File: config.mk
export PLATFORM = sky130hd
export DESIGN_NAME = sr_cmd_sequencer
export DESIGN_NICKNAME = d
export VERILOG_FILES = /design/src/rtl/sr_cmd_sequencer.sv
export SDC_FILE = /design/constraint.sdc
export NUM_CORES = 1
export LEC_CHECK = 0
export ABC_CLOCK_PERIOD_IN_PS = 6700
export BUFFER_PORTS_ARGS = -buffer_cell sky130_fd_sc_hd__buf_2
export CAP_MARGIN = 15
export CORE_MARGIN = 8
export CORE_UTILIZATION = 35
export CTS_CLUSTER_DIAMETER = 120
export DETAILED_ROUTE_END_ITERATION = 7
export SETUP_SLACK_MARGIN = 0.05
export SYNTH_ARGS = -nofsm -noshare
export SYNTH_HDL_FRONTEND = slang
export SYNTH_SLANG_ARGS = --single-unit
File: constraint.sdc
create_clock -name clk -period 6.7 [get_ports clk]
set_clock_uncertainty 0.1 [all_clocks]
set_input_delay 0.335 -clock clk [delete_from_list [all_inputs] [get_ports clk]]
set_output_delay 0.335 -clock clk [all_outputs]
set_load 0.02 [all_outputs]
File: src/rtl/sr_cmd_sequencer.sv
// Command FIFO plus replay FSM that drives S/R into an SR flip-flop stage.
// Optional Q self-check is built only when SR_CHECK_EN is defined.
module sr_cmd_sequencer #(
    parameter int DEPTH       = 4,
    parameter int HOLD_CYCLES = 1,
    parameter int CNT_W       = 8
) (
    input  logic             clk,
    input  logic             rst,
    input  logic             cmd_valid,
    input  logic [1:0]       cmd,
    output logic             cmd_ready,
    output logic             S,
    output logic             R,
    input  logic             q_fb,
    output logic             busy,
    output logic [CNT_W-1:0] illegal_cnt,
    output logic             mismatch
);

    localparam int AW = $clog2(DEPTH);
    localparam int TW = (HOLD_CYCLES > 1) ? $clog2(HOLD_CYCLES) : 1;
    localparam logic [TW-1:0] TIMER_LOAD = TW'(HOLD_CYCLES - 1);
    localparam logic [AW:0]   FULL_CNT   = (AW+1)'(DEPTH);

    typedef enum logic {IDLE, DRIVE} state_t;

    state_t         state, state_nxt;
    logic [1:0]     mem [DEPTH];
    logic [AW-1:0]  wr_ptr, rd_ptr;
    logic [AW:0]    count;
    logic [TW-1:0]  timer, timer_nxt;
    logic           push, pop;
    logic [1:0]     head;
    logic           s_nxt, r_nxt;

    function automatic logic [CNT_W-1:0] sat_inc(input logic [CNT_W-1:0] v);
        return (&v) ? v : v + 1'b1;
    endfunction

    assign cmd_ready = !rst && (count != FULL_CNT);
    assign push      = cmd_valid && cmd_ready;
    assign head      = mem[rd_ptr];
    assign busy      = (state != IDLE) || (count != '0);

    // FIFO storage is data only; occupancy and pointers carry the reset.
    always_ff @(posedge clk) begin
        if (push) begin
            mem[wr_ptr] <= cmd;
        end
    end

    always_ff @(posedge clk) begin
        if (rst) begin
            wr_ptr <= '0;
            rd_ptr <= '0;
            count  <= '0;
        end else begin
            if (push) wr_ptr <= wr_ptr + 1'b1;
            if (pop)  rd_ptr <= rd_ptr + 1'b1;
            case ({push, pop})
                2'b10:   count <= count + 1'b1;
                2'b01:   count <= count - 1'b1;
                default: count <= count;
            endcase
        end
    end

    // Illegal 11 keeps its slot and hold time but is driven as 00.
    always_comb begin
        state_nxt = state;
        timer_nxt = timer;
        pop       = 1'b0;
        s_nxt     = S;
        r_nxt     = R;
        case (state)
            IDLE: begin
                s_nxt = 1'b0;
                r_nxt = 1'b0;
                if (count != '0) begin
                    pop       = 1'b1;
                    state_nxt = DRIVE;
                    timer_nxt = TIMER_LOAD;
                    s_nxt     = (head == 2'b10);
                    r_nxt     = (head == 2'b01);
                end
            end
            DRIVE: begin
                if (timer != '0) begin
                    timer_nxt = timer - 1'b1;
                end else if (count != '0) begin
                    pop       = 1'b1;
                    timer_nxt = TIMER_LOAD;
                    s_nxt     = (head == 2'b10);
                    r_nxt     = (head == 2'b01);
                end else begin
                    state_nxt = IDLE;
                    s_nxt     = 1'b0;
                    r_nxt     = 1'b0;
                end
            end
            default: begin
                state_nxt = IDLE;
                s_nxt     = 1'b0;
                r_nxt     = 1'b0;
            end
        endcase
    end

    always_ff @(posedge clk) begin
        if (rst) begin
            state       <= IDLE;
            timer       <= '0;
            S           <= 1'b0;
            R           <= 1'b0;
            illegal_cnt <= '0;
        end else begin
            state <= state_nxt;
            timer <= timer_nxt;
            S     <= s_nxt;
            R     <= r_nxt;
            if (pop && (head == 2'b11)) begin
                illegal_cnt <= sat_inc(illegal_cnt);
            end
        end
    end

`ifdef SR_CHECK_EN
    logic exp_q, chk_armed, mismatch_r;

    // exp_q tracks the FF using the same S/R the FF samples at each edge;
    // the first cycle after reset is skipped since Q may still be settling.
    always_ff @(posedge clk) begin
        if (rst) begin
            exp_q      <= 1'b0;
            chk_armed  <= 1'b0;
            mismatch_r <= 1'b0;
        end else begin
            chk_armed <= 1'b1;
            if (S)      exp_q <= 1'b1;
            else if (R) exp_q <= 1'b0;
            if (chk_armed && (q_fb != exp_q)) mismatch_r <= 1'b1;
        end
    end

    assign mismatch = mismatch_r;
`else
    logic unused_q_fb;
    assign unused_q_fb = q_fb;
    assign mismatch    = 1'b0;
`endif

endmodule
Word-level counts from Yosys, hierarchy flattened
Memory sizes are Yosys's and may differ from the RTL's. A register that Yosys moved wholly into a read port is not among the register bits.
Cells that the tools add are included.
{ "classes": {"n_eq_ne": 8, "n_mux": 19, "n_reduce_logical": 9, "shifts": 0, "div_mod_pow": 0, "addsub": 6, "magnitude_cmp": 0, "bitwise_logic": 2, "multipliers": 0} }
{ "ops": {"columns": ["op", "count"], "rows": [
  ["$mux 1", 11],
  ["$pmux 1 s2", 5],
  ["$add 8x1->8 const B", 1],
  ["$reduce_and 8->1", 1],
  ["$eq 2x2->1 const B", 3],
  ["$pmux 3 s2", 1],
  ["$add 2x1->2 const B", 2],
  ["$eq 2x1->1 const B", 2],
  ["$mux 2", 2],
  ["$ne 2x2->1 const B", 2],
  ["$add 3x1->3 const B", 1],
  ["$logic_and 1x1->1", 3],
  ["$ne 3x3->1 const B", 1],
  ["$reduce_bool 3->1", 1],
  ["$sub 3x1->3 const B", 1],
  ["$not 1->1", 2],
  ["$reduce_and 2->1", 1],
  ["$reduce_bool 2->1", 1],
  ["$logic_not 1->1", 1],
  ["$logic_or 1x1->1", 1],
  ["$sub 1x1->1 const B", 1]
]} }
{ "totals": {"ram_bits": 8, "rom_bits": 0, "latch_bits": 0, "inputBits": 6, "ff_bits": 19, "elab_cells": 53, "n_memories": 1} }
{ "mem_list": {"columns": ["name", "depth", "width", "rd", "rd_clocked_by_memory_dff", "write_ports", "line", "rtl"], "rows": [
  ["mem", 4, 2, 1, 1, 1, "29", "logic [1:0] mem [DEPTH];"]
]} }

Logic depth before layout (Yosys ltp)
{ "logic_depth": {"depth_word": 6, "mapped_depth": 9} }

Worst setup path before layout
OpenSTA, ideal clock, no wires.
{ "synth_timing": {"kind": "in2reg", "start": "input rst", "end": "register count[2]", "setup_ns": 0.071, "path_buffers": 1, "t_arrival_ns": 2.467, "cell_stages": 9, "path_slack_ns": 4.063, "path_cell_list": "clkbuf_1 -> a21oi_1 -> and2_1 -> inv_1 -> ha_1 -> fa_1 -> xnor2_1 -> or3_1 -> a21oi_1"} }
{ "synth_via": {"elab_chain_len": 5} }
{ "synth_rtl": {"columns": ["item", "line", "rtl"], "rows": [
  ["start, declared", "9", "input logic rst,"],
  ["$logic_not 1->1 *", "41", "assign cmd_ready = !rst && (count != FULL_CNT);"],
  ["$logic_and 1x1->1 *", "41", null],
  ["net cmd_ready", "12", "output logic cmd_ready,"],
  ["$logic_and 1x1->1 *", "42", "assign push = cmd_valid && cmd_ready;"],
  ["$eq 2x1->1 / $eq 2x2->1 (equally long branches)", "61", "case ({push, pop})"],
  ["$pmux 3 s2 / $reduce_bool 2->1 (equally long branches)", null, null],
  ["end signal, assigned", "62", "2'b10: count <= count + 1'b1;"],
  ["end signal, assigned", "63", "2'b01: count <= count - 1'b1;"],
  ["end signal, assigned", "64", "default: count <= count;"],
  ["end, declared", "31", "logic [AW:0] count;"]
]} }
Mark *: on every way through the listed nets, which the timed path passes. The rest lies on a longest branch.
A chain may end at the register's enable or synchronous reset.

Worst setup path after layout
{ "layout_timing": {"start": "register count[0]", "end": "register count[2]"} }
{ "layout_via": {"elab_chain_len": 6} }
{ "layout_rtl": {"columns": ["item", "line", "rtl"], "rows": [
  ["$reduce_bool 3->1", "80, 91", null],
  ["$mux 1", "80, 91", null],
  ["$mux 1", "89", "if (timer != '0) begin"],
  ["$pmux 1 s2", "76", "case (state)"],
  ["$eq 2x1->1 / $eq 2x2->1 (equally long branches)", "61", null],
  ["$pmux 3 s2 / $reduce_bool 2->1 (equally long branches)", null, null]
]} }
Several ways; a longest one is shown, not always the timed one.

==> results.rst <==
.. list-table::
   :header-rows: 1

   * - Metric
     - Value
   * - Outcome
     - finished, final reports clean
   * - IO Port Bufs
     - 16
   * - 1st-pass router iterations
     - 4
   * - Clock buffer depth
     - 2
   * - Cell accounting for the most synthesized area
     - sky130_fd_sc_hd__dfxtp_1
   * - Detail Route Antenna Nets
     - 0
   * - Number of failing setup endpoints in the final timing report
     - 0
   * - Longest individual stage delay on the worst path
     - 500 ps
   * - Gr ovfl total
     - 0
   * - Required time reported for the critical path endpoint
     - 6880 ps
   * - Maximum fanout along the worst path
     - 6
   * - Type of the worst setup path
     - reg -> reg
   * - Number of hold violations in the final report
     - 0
   * - Async S/R FF share, synth
     - 0%
   * - Final critical-path share of the clock period
     - 38.8%
   * - Number of global-route vias before repair
     - 837
   * - Static leakage
     - 0.568 nW
   * - Critical path arrival
     - 2780 ps
   * - Proportion of synthesized chip area in sequential cells
     - 51.5%
   * - Worst setup EP type
     - flip-flop
   * - Cell row count
     - 21
   * - Cell mode on critical path
     - sky130_fd_sc_hd__a21oi_1
   * - Area of the multi-input gates
     - 558 µm²
   * - Num CTS Buffers
     - 3
   * - Drt drc
     - 0
   * - Type of the most critical hold path
     - in -> reg
   * - Total power per unit cell area
     - 377 mW/mm²
   * - WL final
     - 2240 µm
   * - CTS sink count
     - 28
   * - Least setup slack across all paths after layout
     - 4100 ps
   * - CTS hold repair buffers
     - 0
   * - Fill cell total of the finished layout
     - 359
   * - Min Tclk post-route
     - 2600 ps
   * - Layout cell share with drive strength beyond 1
     - 19.4%
   * - Clock edge transition at the registers on the reported setup and hold paths
     - 150 ps
   * - Floorplan core area
     - 0.00336 mm²
   * - Standard cell with the maximum stage delay on the critical path
     - sky130_fd_sc_hd__dfxtp_1
   * - Number of synthesized register bits
     - 28
   * - Starting DRT DRC Count
     - 62
   * - Root cell of the clock tree
     - sky130_fd_sc_hd__clkbuf_4
   * - CTS tree
     - yes
   * - Post-Synthesis Net Count
     - 131
   * - All-Layer GR Usage
     - 8.39%
   * - Wire length per cell after detailed routing
     - 12.4 µm
   * - Count of inserted antenna diode cells
     - 0
   * - Yosys warning total
     - 0
   * - Buffering stage count on the worst path with inverters included
     - 1
   * - Minimum setup slack after placement
     - 4090 ps
   * - Number of library cell types mapped by synthesis
     - 32
   * - Average via count per standard cell
     - 4.83
   * - Cell types with the largest area share after synthesis
     - sky130_fd_sc_hd__dfxtp_1 (32%), sky130_fd_sc_hd__edfxtp_1 (19%), sky130_fd_sc_hd__ha_1 (6.0%)
   * - Fmax achieved
     - 384 MHz
   * - Io pins
     - 19
   * - Placer Congestion
     - 0.786
   * - Worst slack on hold paths
     - 127 ps
   * - Final design utilization
     - 41.9%
   * - Headroom to the max-slew limit
     - 46.0%
   * - Summed negative setup slack over all endpoints
     - 0 ps
   * - Die area
     - 0.00572 mm²
   * - Clock Latency Late Sink
     - 330 ps
   * - EDFF count, synth
     - 8
   * - FF/Latch Area
     - 641 µm²
   * - Vias post-DR
     - 870
   * - Synth-to-layout area growth
     - 13.2%
   * - Detailed placer's ending HPWL
     - 1640 µm
   * - Nets@finish
     - 148
   * - Die X-Extent
     - 75.6 µm
   * - Average footprint of a synthesized cell
     - 10.5 µm²
   * - Synth top area share
     - 32.2%
   * - Maximum number of pins on one net before global-route repair
     - 20
   * - Actual transition at the worst max-transition pin
     - 809 ps
   * - Height of the chip
     - 75.6 µm
   * - Number of violations of the max-capacitance limit
     - 0
   * - Max rail drop VDD
     - 0.000205 V
   * - Post-CTS Setup Inserts
     - 0
   * - Number of standard cells after synthesis
     - 118
   * - Cell family with most CP delay
     - simple AND/OR/NAND/NOR gates
   * - Number of antenna violations at the first check in global routing
     - 0
   * - Wire length of the first global-routing pass
     - 3710 µm
   * - Top FF cell, synth
     - sky130_fd_sc_hd__dfxtp_1
   * - Level count of the clock H-tree
     - 1
   * - Unrepaired setup endpoints after global routing
     - no
   * - Cell chain of the critical path
     - nor2_1, a21oi_1, and2_1, inv_1, ha_1, fa_1, xnor2_1, or3_1, a21oi_1
   * - Startpoint type of the worst setup path
     - flip-flop
   * - CTS resizes
     - 0
   * - Final number of max-transition violations
     - 0
   * - Effective utilization at floorplan
     - 37.0%
   * - Combined area of all synthesized cells
     - 0.00124 mm²
cell families (layout without fill, tap and decap cells):
logic type      count (synthesis)  in the layout  synth area share [%]
simple gates                   43             43                  19.9
flops                          28             28                  51.5
compound gates                 18             18                  7.75
buf+inv                         9             25                  3.62
fa+ha+maj                       7              7                  7.65
xor+xnor                        6              6                  4.23
mux                             6              6                  5.03
other cells                     1              1                 0.302
state kept, by name, summed over array words and instances (netlist names), named ones only:
name / flops
illegal_cnt: 8
wr_ptr: 2
rd_ptr: 2
S: 1
mem: 8
state: 1
count: 3
R: 1
area by class of cell:
type	instances	area share, %
clock buffer	3	1.60
clock inverter	1	2.13
inverter	5	1.33
multi-input combinational	81	39.6
sequential	28	45.5
tap	46	4.09
timing repair buffer	16	5.69
synthesized netlist by cell type (all sizes together) (3+ instances only):
cell type / count
inv: 5
a21oi: 9
xor2: 3
mux2i: 4
xnor2: 3
nand3: 4
and3: 5
edfxtp: 8
o21ai: 6
nor2: 12
nand2: 5
dfxtp: 20
or3: 5
ha: 6
final timing paths:
check	from	cells after the start	end	slack, ps
min	cmd[0]	1	mem[2][0]	130
max	count[0]	9	count[2]	4100
min reg2reg	illegal_cnt[5]	2	illegal_cnt[5]	450
max reg2reg	count[0]	9	count[2]	4100
power by group:
part / switching [mW] / internal, mW / leakage (nW)
Sequential: 0.0294 / 0.204 / 0.236
Clock: 0.0500 / 0.0605 / 0.0279
Combinational: 0.105 / 0.0809 / 0.305
Total: 0.184 / 0.346 / 0.568
cell usage in the layout, fill, tap and decap left out, types with 2 or more instances in the layout:
master,count
sky130_fd_sc_hd__clkbuf_4,3
sky130_fd_sc_hd__xnor2_1,3
sky130_fd_sc_hd__mux2i_1,4
sky130_fd_sc_hd__and4b_1,2
sky130_fd_sc_hd__xor2_1,3
sky130_fd_sc_hd__dfxtp_1,20
sky130_fd_sc_hd__buf_2,16
sky130_fd_sc_hd__ha_1,6
sky130_fd_sc_hd__o31ai_1,2
sky130_fd_sc_hd__nor2_1,12
sky130_fd_sc_hd__o21ai_0,6
sky130_fd_sc_hd__and3_1,5
sky130_fd_sc_hd__nand2_1,5
sky130_fd_sc_hd__a21oi_1,9
sky130_fd_sc_hd__inv_1,5
sky130_fd_sc_hd__or2_2,2
sky130_fd_sc_hd__nand3_1,4
sky130_fd_sc_hd__mux2_2,2
sky130_fd_sc_hd__or3_1,5
sky130_fd_sc_hd__edfxtp_1,8
metrics by stage:
step | area (µm²) | power (mW) | std cells
after detailed placement | 1360 | 0.425 | 176
after global routing | 1410 | 0.568 | 180
final | 1410 | 0.530 | 180
after CTS | 1410 | 0.536 | 180
after floorplan | 1240 | 0.384 | 118
after global placement | 1360 | 0.413 | 176
worst reg2reg max path, cell delays in order, from the launching register on:
cell and delay [ps]:
sky130_fd_sc_hd__dfxtp_1 500, sky130_fd_sc_hd__nor2_1 80, sky130_fd_sc_hd__a21oi_1 350, sky130_fd_sc_hd__and2_1 260, sky130_fd_sc_hd__inv_1 60, sky130_fd_sc_hd__ha_1 230, sky130_fd_sc_hd__fa_1 390, sky130_fd_sc_hd__xnor2_1 140
sky130_fd_sc_hd__or3_1 300, sky130_fd_sc_hd__a21oi_1 130
per-layer routing:
metal,vias to the layer above,share of wire [%],track usage (%)
met3,4,3.3,1.71
met1,408,49,9.80
met4,0,1.3,4.48
met5,-,0,0
met2,12,46,14.1
li1,446,-,-
Power figures use the tool's default switching activity.
